File: src/rtl/bitty_pkg.sv
// Shared types and instruction field positions for the BittyPro write-back stage.
package bitty_pkg;

  typedef enum logic [1:0] {
    IDLE  = 2'd0,
    EXEC  = 2'd1,
    WRITE = 2'd2
  } state_t;

  localparam int RX_MSB   = 15;
  localparam int RX_LSB   = 13;
  localparam int RY_MSB   = 12;
  localparam int RY_LSB   = 10;
  localparam int SEL_MSB  = 5;
  localparam int SEL_LSB  = 2;
  localparam int NUM_REGS = 8;

endpackage

File: src/rtl/bitty_regfile.sv
// Eight-entry register file, single synchronous write port, sync active-low reset.
// Write visible the cycle after the write edge; no backpressure (always accepts a write).
module bitty_regfile
  import bitty_pkg::*;
#(
  parameter int                DATA_W    = 16,
  parameter logic [DATA_W-1:0] RESET_VAL = '0
) (
  input  logic                             clk,
  input  logic                             reset_n,
  input  logic                             we_i,
  input  logic [2:0]                       waddr_i,
  input  logic [DATA_W-1:0]                wdata_i,
  output logic [NUM_REGS-1:0][DATA_W-1:0]  regs_o
);

  logic [NUM_REGS-1:0][DATA_W-1:0] regs_q;

  always_ff @(posedge clk) begin
    if (!reset_n) begin
      for (int i = 0; i < NUM_REGS; i++) begin
        regs_q[i] <= RESET_VAL;
      end
    end else if (we_i) begin
      regs_q[waddr_i] <= wdata_i;
    end
  end

  assign regs_o = regs_q;

endmodule

File: src/rtl/bitty_writeback.sv
// BittyPro write-back stage: accept -> EXEC (capture ALU) -> WRITE (Rx update, done pulse), 3 cycles/instr.
// inst_ready is low while busy or while a direct load is requested; flags built only with BITTY_FLAGS_EN.
module bitty_writeback
  import bitty_pkg::*;
#(
  parameter int                DATA_W    = 16,
  parameter logic [DATA_W-1:0] RESET_VAL = 16'h0000
) (
  input  logic              clk,
  input  logic              reset_n,
  input  logic              inst_valid,
  input  logic [15:0]       inst_in,
  output logic              inst_ready,
  output logic [15:0]       inst_q,
  input  logic [DATA_W-1:0] alu_out,
  input  logic              alu_cout,
  input  logic              alu_comp,
  input  logic              load_en,
  input  logic [2:0]        load_addr,
  input  logic [DATA_W-1:0] load_data,
  output logic [DATA_W-1:0] reg0,
  output logic [DATA_W-1:0] reg1,
  output logic [DATA_W-1:0] reg2,
  output logic [DATA_W-1:0] reg3,
  output logic [DATA_W-1:0] reg4,
  output logic [DATA_W-1:0] reg5,
  output logic [DATA_W-1:0] reg6,
  output logic [DATA_W-1:0] reg7,
  output logic              flag_c,
  output logic              flag_z,
  output logic              done
);

  state_t                          state_q, state_d;
  logic [15:0]                     inst_d, inst_reg_q;
  logic [DATA_W-1:0]               result_q, result_d;
  logic                            done_q, done_d;
  logic                            rf_we;
  logic [2:0]                      rf_waddr;
  logic [DATA_W-1:0]               rf_wdata;
  logic [NUM_REGS-1:0][DATA_W-1:0] regs;

  always_ff @(posedge clk) begin
    if (!reset_n) begin
      state_q    <= IDLE;
      inst_reg_q <= '0;
      result_q   <= '0;
      done_q     <= 1'b0;
    end else begin
      state_q    <= state_d;
      inst_reg_q <= inst_d;
      result_q   <= result_d;
      done_q     <= done_d;
    end
  end

  always_comb begin
    state_d    = state_q;
    inst_d     = inst_reg_q;
    result_d   = result_q;
    done_d     = 1'b0;
    inst_ready = 1'b0;
    rf_we      = 1'b0;
    rf_waddr   = load_addr;
    rf_wdata   = load_data;
    case (state_q)
      IDLE: begin
        inst_ready = !load_en;
        // A direct load wins the cycle; the offered instruction waits.
        if (load_en) begin
          rf_we = 1'b1;
        end else if (inst_valid) begin
          inst_d  = inst_in;
          state_d = EXEC;
        end
      end
      EXEC: begin
        result_d = alu_out;
        state_d  = WRITE;
      end
      WRITE: begin
        rf_we    = 1'b1;
        rf_waddr = inst_reg_q[RX_MSB:RX_LSB];
        rf_wdata = result_q;
        done_d   = 1'b1;
        state_d  = IDLE;
      end
      default: state_d = IDLE;
    endcase
  end

  bitty_regfile #(
    .DATA_W    (DATA_W),
    .RESET_VAL (RESET_VAL)
  ) u_regfile (
    .clk     (clk),
    .reset_n (reset_n),
    .we_i    (rf_we),
    .waddr_i (rf_waddr),
    .wdata_i (rf_wdata),
    .regs_o  (regs)
  );

`ifdef BITTY_FLAGS_EN
  logic flag_c_q, flag_z_q;

  always_ff @(posedge clk) begin
    if (!reset_n) begin
      flag_c_q <= 1'b0;
      flag_z_q <= 1'b0;
    end else if (state_q == EXEC) begin
      flag_c_q <= alu_cout;
      flag_z_q <= alu_comp;
    end
  end

  assign flag_c = flag_c_q;
  assign flag_z = flag_z_q;
`else
  logic unused_flags;
  assign unused_flags = alu_cout ^ alu_comp;
  assign flag_c       = 1'b0;
  assign flag_z       = 1'b0;
`endif

  assign inst_q = inst_reg_q;
  assign done   = done_q;
  assign reg0   = regs[0];
  assign reg1   = regs[1];
  assign reg2   = regs[2];
  assign reg3   = regs[3];
  assign reg4   = regs[4];
  assign reg5   = regs[5];
  assign reg6   = regs[6];
  assign reg7   = regs[7];

endmodule

File: config.mk
export PLATFORM = sky130hd
export DESIGN_NAME = bitty_writeback
export DESIGN_NICKNAME = d
export VERILOG_FILES = /design/src/rtl/bitty_pkg.sv /design/src/rtl/bitty_regfile.sv /design/src/rtl/bitty_writeback.sv
export SDC_FILE = /design/constraint.sdc
export NUM_CORES = 1
export LEC_CHECK = 0
export BUFFER_PORTS_ARGS = -buffer_cell sky130_fd_sc_hd__buf_4
export CAP_MARGIN = 20
export CORE_MARGIN = 3
export CORE_UTILIZATION = 25
export CTS_BUF_LIST = sky130_fd_sc_hd__clkbuf_4
export DETAILED_ROUTE_END_ITERATION = 8
export GPL_TIMING_DRIVEN = 0
export PLACE_DENSITY = 0.49
export SYNTH_ARGS = -nofsm -noshare
export SYNTH_HDL_FRONTEND = slang
export SYNTH_SLANG_ARGS = --single-unit
export TNS_END_PERCENT = 1
File: constraint.sdc
create_clock -name clk -period 2 [get_ports clk]
set_input_delay 0.4 -clock clk [delete_from_list [all_inputs] [get_ports clk]]
set_output_delay 0.4 -clock clk [all_outputs]
set_load 0.1 [all_outputs]
======== After elaboration in Yosys (flattened, before gate mapping) ========
Cells that the tools add are included.
Widths: inputs -> output; s select.
storage, ports and cells
  word-level logic and storage cells ...... 36
  input bits .............................. 57
  register bits ........................... 163
operators by class
  multiplexer cells ....................... 12
  equal/unequal tests ..................... 4
  magnitude comparators ................... 2
  reduce and logical (&&, ||, !) cells .... 5
  bitwise gates (word level) .............. 1
operator list
  kind                number
  $bwmux 128          1
  $demux 16 s3        1
  $mux 16             2
  $lt 3x4->1 const B  1
  $mux 2              2
  $ne 2x2->1 const B  2
  $pmux 2 s2          1
  $ge 3x1->1 const B  1
  $mux 1              3
  $mux 3              1
  $reduce_and 3->1    1
  $eq 2x1->1 const B  1
  $eq 2x2->1 const B  1
  $logic_not 2->1     1
  $pmux 1 s2          1
  $reduce_and 2->1    1
  $logic_and 1x1->1   1
  $logic_not 1->1     1
  $not 1->1           1

======== Logic depth before layout (Yosys ltp) ========
  depth after elaboration ................. 7
  depth in mapped cells ................... 7
  gate-level depth less buffers ........... 4

======== Cells and area by module ========
Synthesis repeated with hierarchy kept, for this count alone.
unflattened totals
  cell total of the unflattened synthesis .. 617
  area total of the unflattened synthesis .. 6175.9 µm²
by module, submodules not included
  module           cells an instance  instances  seq. area each (µm²)  area an instance (µm²)
  bitty_regfile    439                1          2562.5                4674.5
  bitty_writeback  178                1          700.7                 1501.4

======== Worst setup path after synthesis ========
No wires, ideal clock.
  path type ............................... reg-to-reg
  start point ............................. register state_q[1]
  end point ............................... register inst_reg_q[14], in the netlist inst_q[14]
  path buffers ............................ 1
  cell stages (with the launch flop) ...... 6
  path slack .............................. -1.625 ns
  data required time ...................... 1.876 ns
  arrival ................................. 3.501 ns
  cells stage by stage .................... dfxtp_1 -> nor3_1 -> nand2_1 -> clkbuf_1 -> nand2_1 -> a21boi_0
between the ends
  longest elaborated chain between the ends .. 2
ends and longest elaborated chain
  item                        line                   RTL
  start, declared             bitty_writeback.sv:34  state_t state_q, state_d;
  start signal, assigned      bitty_writeback.sv:50  state_q <= state_d;
  $logic_not 2->1             bitty_writeback.sv:66  case (state_q)
  $reduce_and 3->1 (no line)  -
  end signal, assigned        bitty_writeback.sv:51  inst_reg_q <= inst_d;
  end, declared               bitty_writeback.sv:35  logic [15:0] inst_d, inst_reg_q;
Every way passes these cells.
A chain may end at the register's enable or synchronous reset.

======== Final worst setup path ========
  start point ............................. register state_q[1]
  end point ............................... register u_regfile.regs_q (netlist bit u_regfile.regs_o[91])
between the ends
  longest elaborated chain between the ends .. 7
  elaborated cells on any way between the ends .. 11
  classes of those cells .................. order compare (2); eq/ne (1); mux (6); reduce/logical (2)
ends and longest elaborated chain
  item                                                                   line                   RTL
  $eq 2x2->1                                                             bitty_writeback.sv:66
  $mux 3                                                                 bitty_writeback.sv:66
  $lt 3x4->1 (not written as such) / $ge 3x1->1 (equally long branches)  bitty_regfile.sv:25    regs_q[waddr_i] <= wdata_i;
  $logic_and 1x1->1 (not written as such)                                bitty_regfile.sv:25
  $mux 16 (not written as such)                                          bitty_regfile.sv:25
  $demux 16 s3                                                           -
  $bwmux 128                                                             bitty_regfile.sv:25
  end signal, assigned by index                                          bitty_regfile.sv:25
  end, declared                                                          bitty_regfile.sv:17    logic [NUM_REGS-1:0][DATA_W-1:0] regs_q;
Several ways; a longest one is shown, not always the timed one.

==> metrics.txt <==
outcome completed; core utilization of the finished layout 35.0%; DR DRC count 0; Fin Hold WS 0.0865 ns; total of warnings raised by yosys 0; minimum period implied by the final worst setup slack 1.87 ns; primary flip-flop cell chosen by synthesis mapping sky130_fd_sc_hd__dfxtp_1; type of element capturing the critical path register; Clock power frac just under 30%; TritonCTS Buffers 17; global router's overall resource usage about 15%; critical path type register to register; wire length per cell after detailed routing roughly 17 um; number of max-slew violations in the final report 0; cell taking the most area after synthesis sky130_fd_sc_hd__dfxtp_1; area of the die about 0.027 mm2; via count approximately 4900; standard-cell rows 57; Seq/Total Area, Yosys roughly 51%; post-layout total power approximately 6600 uW; critical path peak fanout 10; timing-limited maximum frequency 535 MHz; maximum number of pins on one net before global-route repair 19; final net count ~900; core area ~0.025 mm2; count of buffers inserted at the top-level ports 199; Sequential Power Share around 50%; Setup Fix Bufs, Post-CTS 0; number of inserted filler cells in the final layout roughly 2600; clock tree from TritonCTS built; post-synthesis to final-layout area growth 35.9%; final sum of negative setup slack 0 ns; arrival time at the worst endpoint about 2.4 ns; Finish-stage setup viols 0; DIE WIDTH 165 um; Distinct cells, synth 33; gp weighted congestion 0.740; Worst R2R Setup Slack roughly 0.13 ns; Max Root-Sink Buffers 2; EDFF count, synth 0; top cell type's share of synthesized area between 50% and 60%; Seq cells post-synth 163; via count normalized by instance count approximately 4.2; Comb power frac between 10% and 20%; IR Drop Worst-Case VDD 0.257 mV; fraction of layout cells with a size suffix above 1 approximately a third; Post-Syn Area per Cell around 10 um2; clock root buffer sky130_fd_sc_hd__clkbuf_4; class of the most critical hold timing path input port to register; floorplan die height 165 um; final-report hold violation count 0; worst-case clock skew between 0.02 and 0.03 ns; Max transition margin 53.0%; Starting DRT DRC Count around 200; initial standard-cell utilization of the core between 20 and 30%; number of antenna violations at the first check in global routing 1; dpl hpwl approximately 15000 um; netlist area before placement 0.00634 mm2; source-to-sink clock delay at the later pin of the worst-skew pair about 0.57 ns; reported net switching power ~2400 uW; total global routing overflow 0; total wire length slightly above 20000 um; Startpoint Class register; max-cap violation count 0; leakage power of the design around 0.0039 uW; H-Tree Depth 4; period utilization around 93%; number of global-route vias before repair roughly 5000; drt pass-1 iters 6; clock transition at the register clock pins on the worst setup and hold paths after CTS around 0.16 ns; setup repair after global routing missed its margin yes; global-route wire length before repair between 20000 and 30000 um; proportion of register bits with asynchronous set or reset after synthesis 0%; number of routed nets with antenna violations 0; internal power summed over all cells between 4000 and 5000 uW; dominant cells by area after synthesis sky130_fd_sc_hd__dfxtp_1 51%, sky130_fd_sc_hd__mux2i_1 20%, sky130_fd_sc_hd__nand2_1 12%; switching share of power roughly 36%; post-synthesis instance total 624; clock sink count between 150 and 200; transition time at the pin with the least slew margin approximately 0.7 ns; io pins just over 200; power per unit of standard cell area approximately 770 mW/mm2; data required time of the worst path about 2.5 ns
registers in the layout, summed over array words and instances, names as in the netlist:
register	flops
u_regfile.regs_o	128
result_q	16
inst_q	16
done	1
state_q	2
layout by cell type (no fill, tap or decap), types with 4 or more instances in the layout:
cell type                    n
sky130_fd_sc_hd__a21boi_0   29
sky130_fd_sc_hd__buf_4     207
sky130_fd_sc_hd__buf_6       5
sky130_fd_sc_hd__clkbuf_1   25
sky130_fd_sc_hd__clkbuf_4   17
sky130_fd_sc_hd__clkinv_4    4
sky130_fd_sc_hd__clkinv_8    4
sky130_fd_sc_hd__dfxtp_1   161
sky130_fd_sc_hd__mux2_2     16
sky130_fd_sc_hd__mux2i_1   129
sky130_fd_sc_hd__nand2_1   201
sky130_fd_sc_hd__nand2_2    11
area by class of cell:
| cell class | instances | area [um2] | area share [%] |
|---|---|---|---|
| Tap cell | 324 | 405 | 4.71 |
| Clock buffer | 17 | 128 | 1.48 |
| Clock inverter | 15 | 165 | 1.92 |
| Timing Repair Buffer | 202 | 1530 | 17.8 |
| Inverter | 1 | 3.75 | 0.0436 |
| Buffer | 43 | 283 | 3.28 |
| Multi-Input combinational cell | 418 | 2830 | 32.8 |
| Sequential cell | 163 | 3270 | 37.9 |
| Antenna cell | 1 | 2.50 | 0.0291 |
cell usage after synthesis (3+ instances only):
cell	n
sky130_fd_sc_hd__clkbuf_1	25
sky130_fd_sc_hd__a21boi_0	29
sky130_fd_sc_hd__nor2_1	3
sky130_fd_sc_hd__buf_4	9
sky130_fd_sc_hd__buf_12	3
sky130_fd_sc_hd__mux2_2	16
sky130_fd_sc_hd__dfxtp_1	163
sky130_fd_sc_hd__a21boi_1	3
sky130_fd_sc_hd__mux2i_1	129
sky130_fd_sc_hd__and2_1	3
sky130_fd_sc_hd__buf_6	5
sky130_fd_sc_hd__nand2_1	211
timing repair:
item | 4_1_cts | 5_1_grt
gates resized for setup | 10 | 3
endpoints found under the hold margin | 2 | 1
setup endpoints to repair | 55 | 38
pin swaps | 0 | 1
hold buffers | 2 | 1
final timing paths:
kind	startpoint	endpoint	depth (start not counted)
setup / recovery	state_q[1]	u_regfile.regs_o[91]	5
setup reg to reg	state_q[1]	u_regfile.regs_o[91]	5
hold / removal	inst_valid	state_q[0]	2
hold reg to reg	u_regfile.regs_o[38]	u_regfile.regs_o[38]	2
power by group through the flow:
stage / combinational (uW) / sequential, uW / clock (uW)
after floorplan: 343 / 4010 / 0
after global placement: 1240 / 3470 / 0
after detailed placement: 1240 / 3470 / 0
after CTS: 1250 / 3400 / 2080
after global routing: 1300 / 3410 / 2210
final: 1240 / 3400 / 1960
critical path: stages (launching register included):
cell and delay [ns]:
sky130_fd_sc_hd__dfxtp_1 0.54, sky130_fd_sc_hd__nor2b_1 0.28, sky130_fd_sc_hd__nor3_1 0.13, sky130_fd_sc_hd__o21ai_4 0.35
sky130_fd_sc_hd__buf_4 0.30, sky130_fd_sc_hd__mux2i_1 0.20
through the flow:
stage          setup slack, ns  instances  cell area (um2)
6_report                 0.131       1184             8610
5_1_grt               -0.00733       1184             8610
4_1_cts                0.00101       1182             8590
3_5_place_dp            -0.207       1148             8250
3_3_place_gp            -0.148       1148             8250
2_1_floorplan           -0.143        625             6350
kinds of logic after synthesis:
kind of cell	share of synthesized area, %
muxes	23.6
and+or+nand+nor	15.2
AOI/OAI and AO/OA	5.13
DFF	51.5
buffers and inverters	4.52
other	0.0592
per-layer routing:
layer / up-vias / routed length, um / track usage [%]
li1: 2506 / - / -
met1: 2308 / 9160 / 18.8
met2: 117 / 9570 / 24.3
met3: 7 / 1240 / 4.56
met4: 0 / 136 / 3.32
met5: - / 0 / 0
Note: power is estimated with default switching activity, not from simulation.
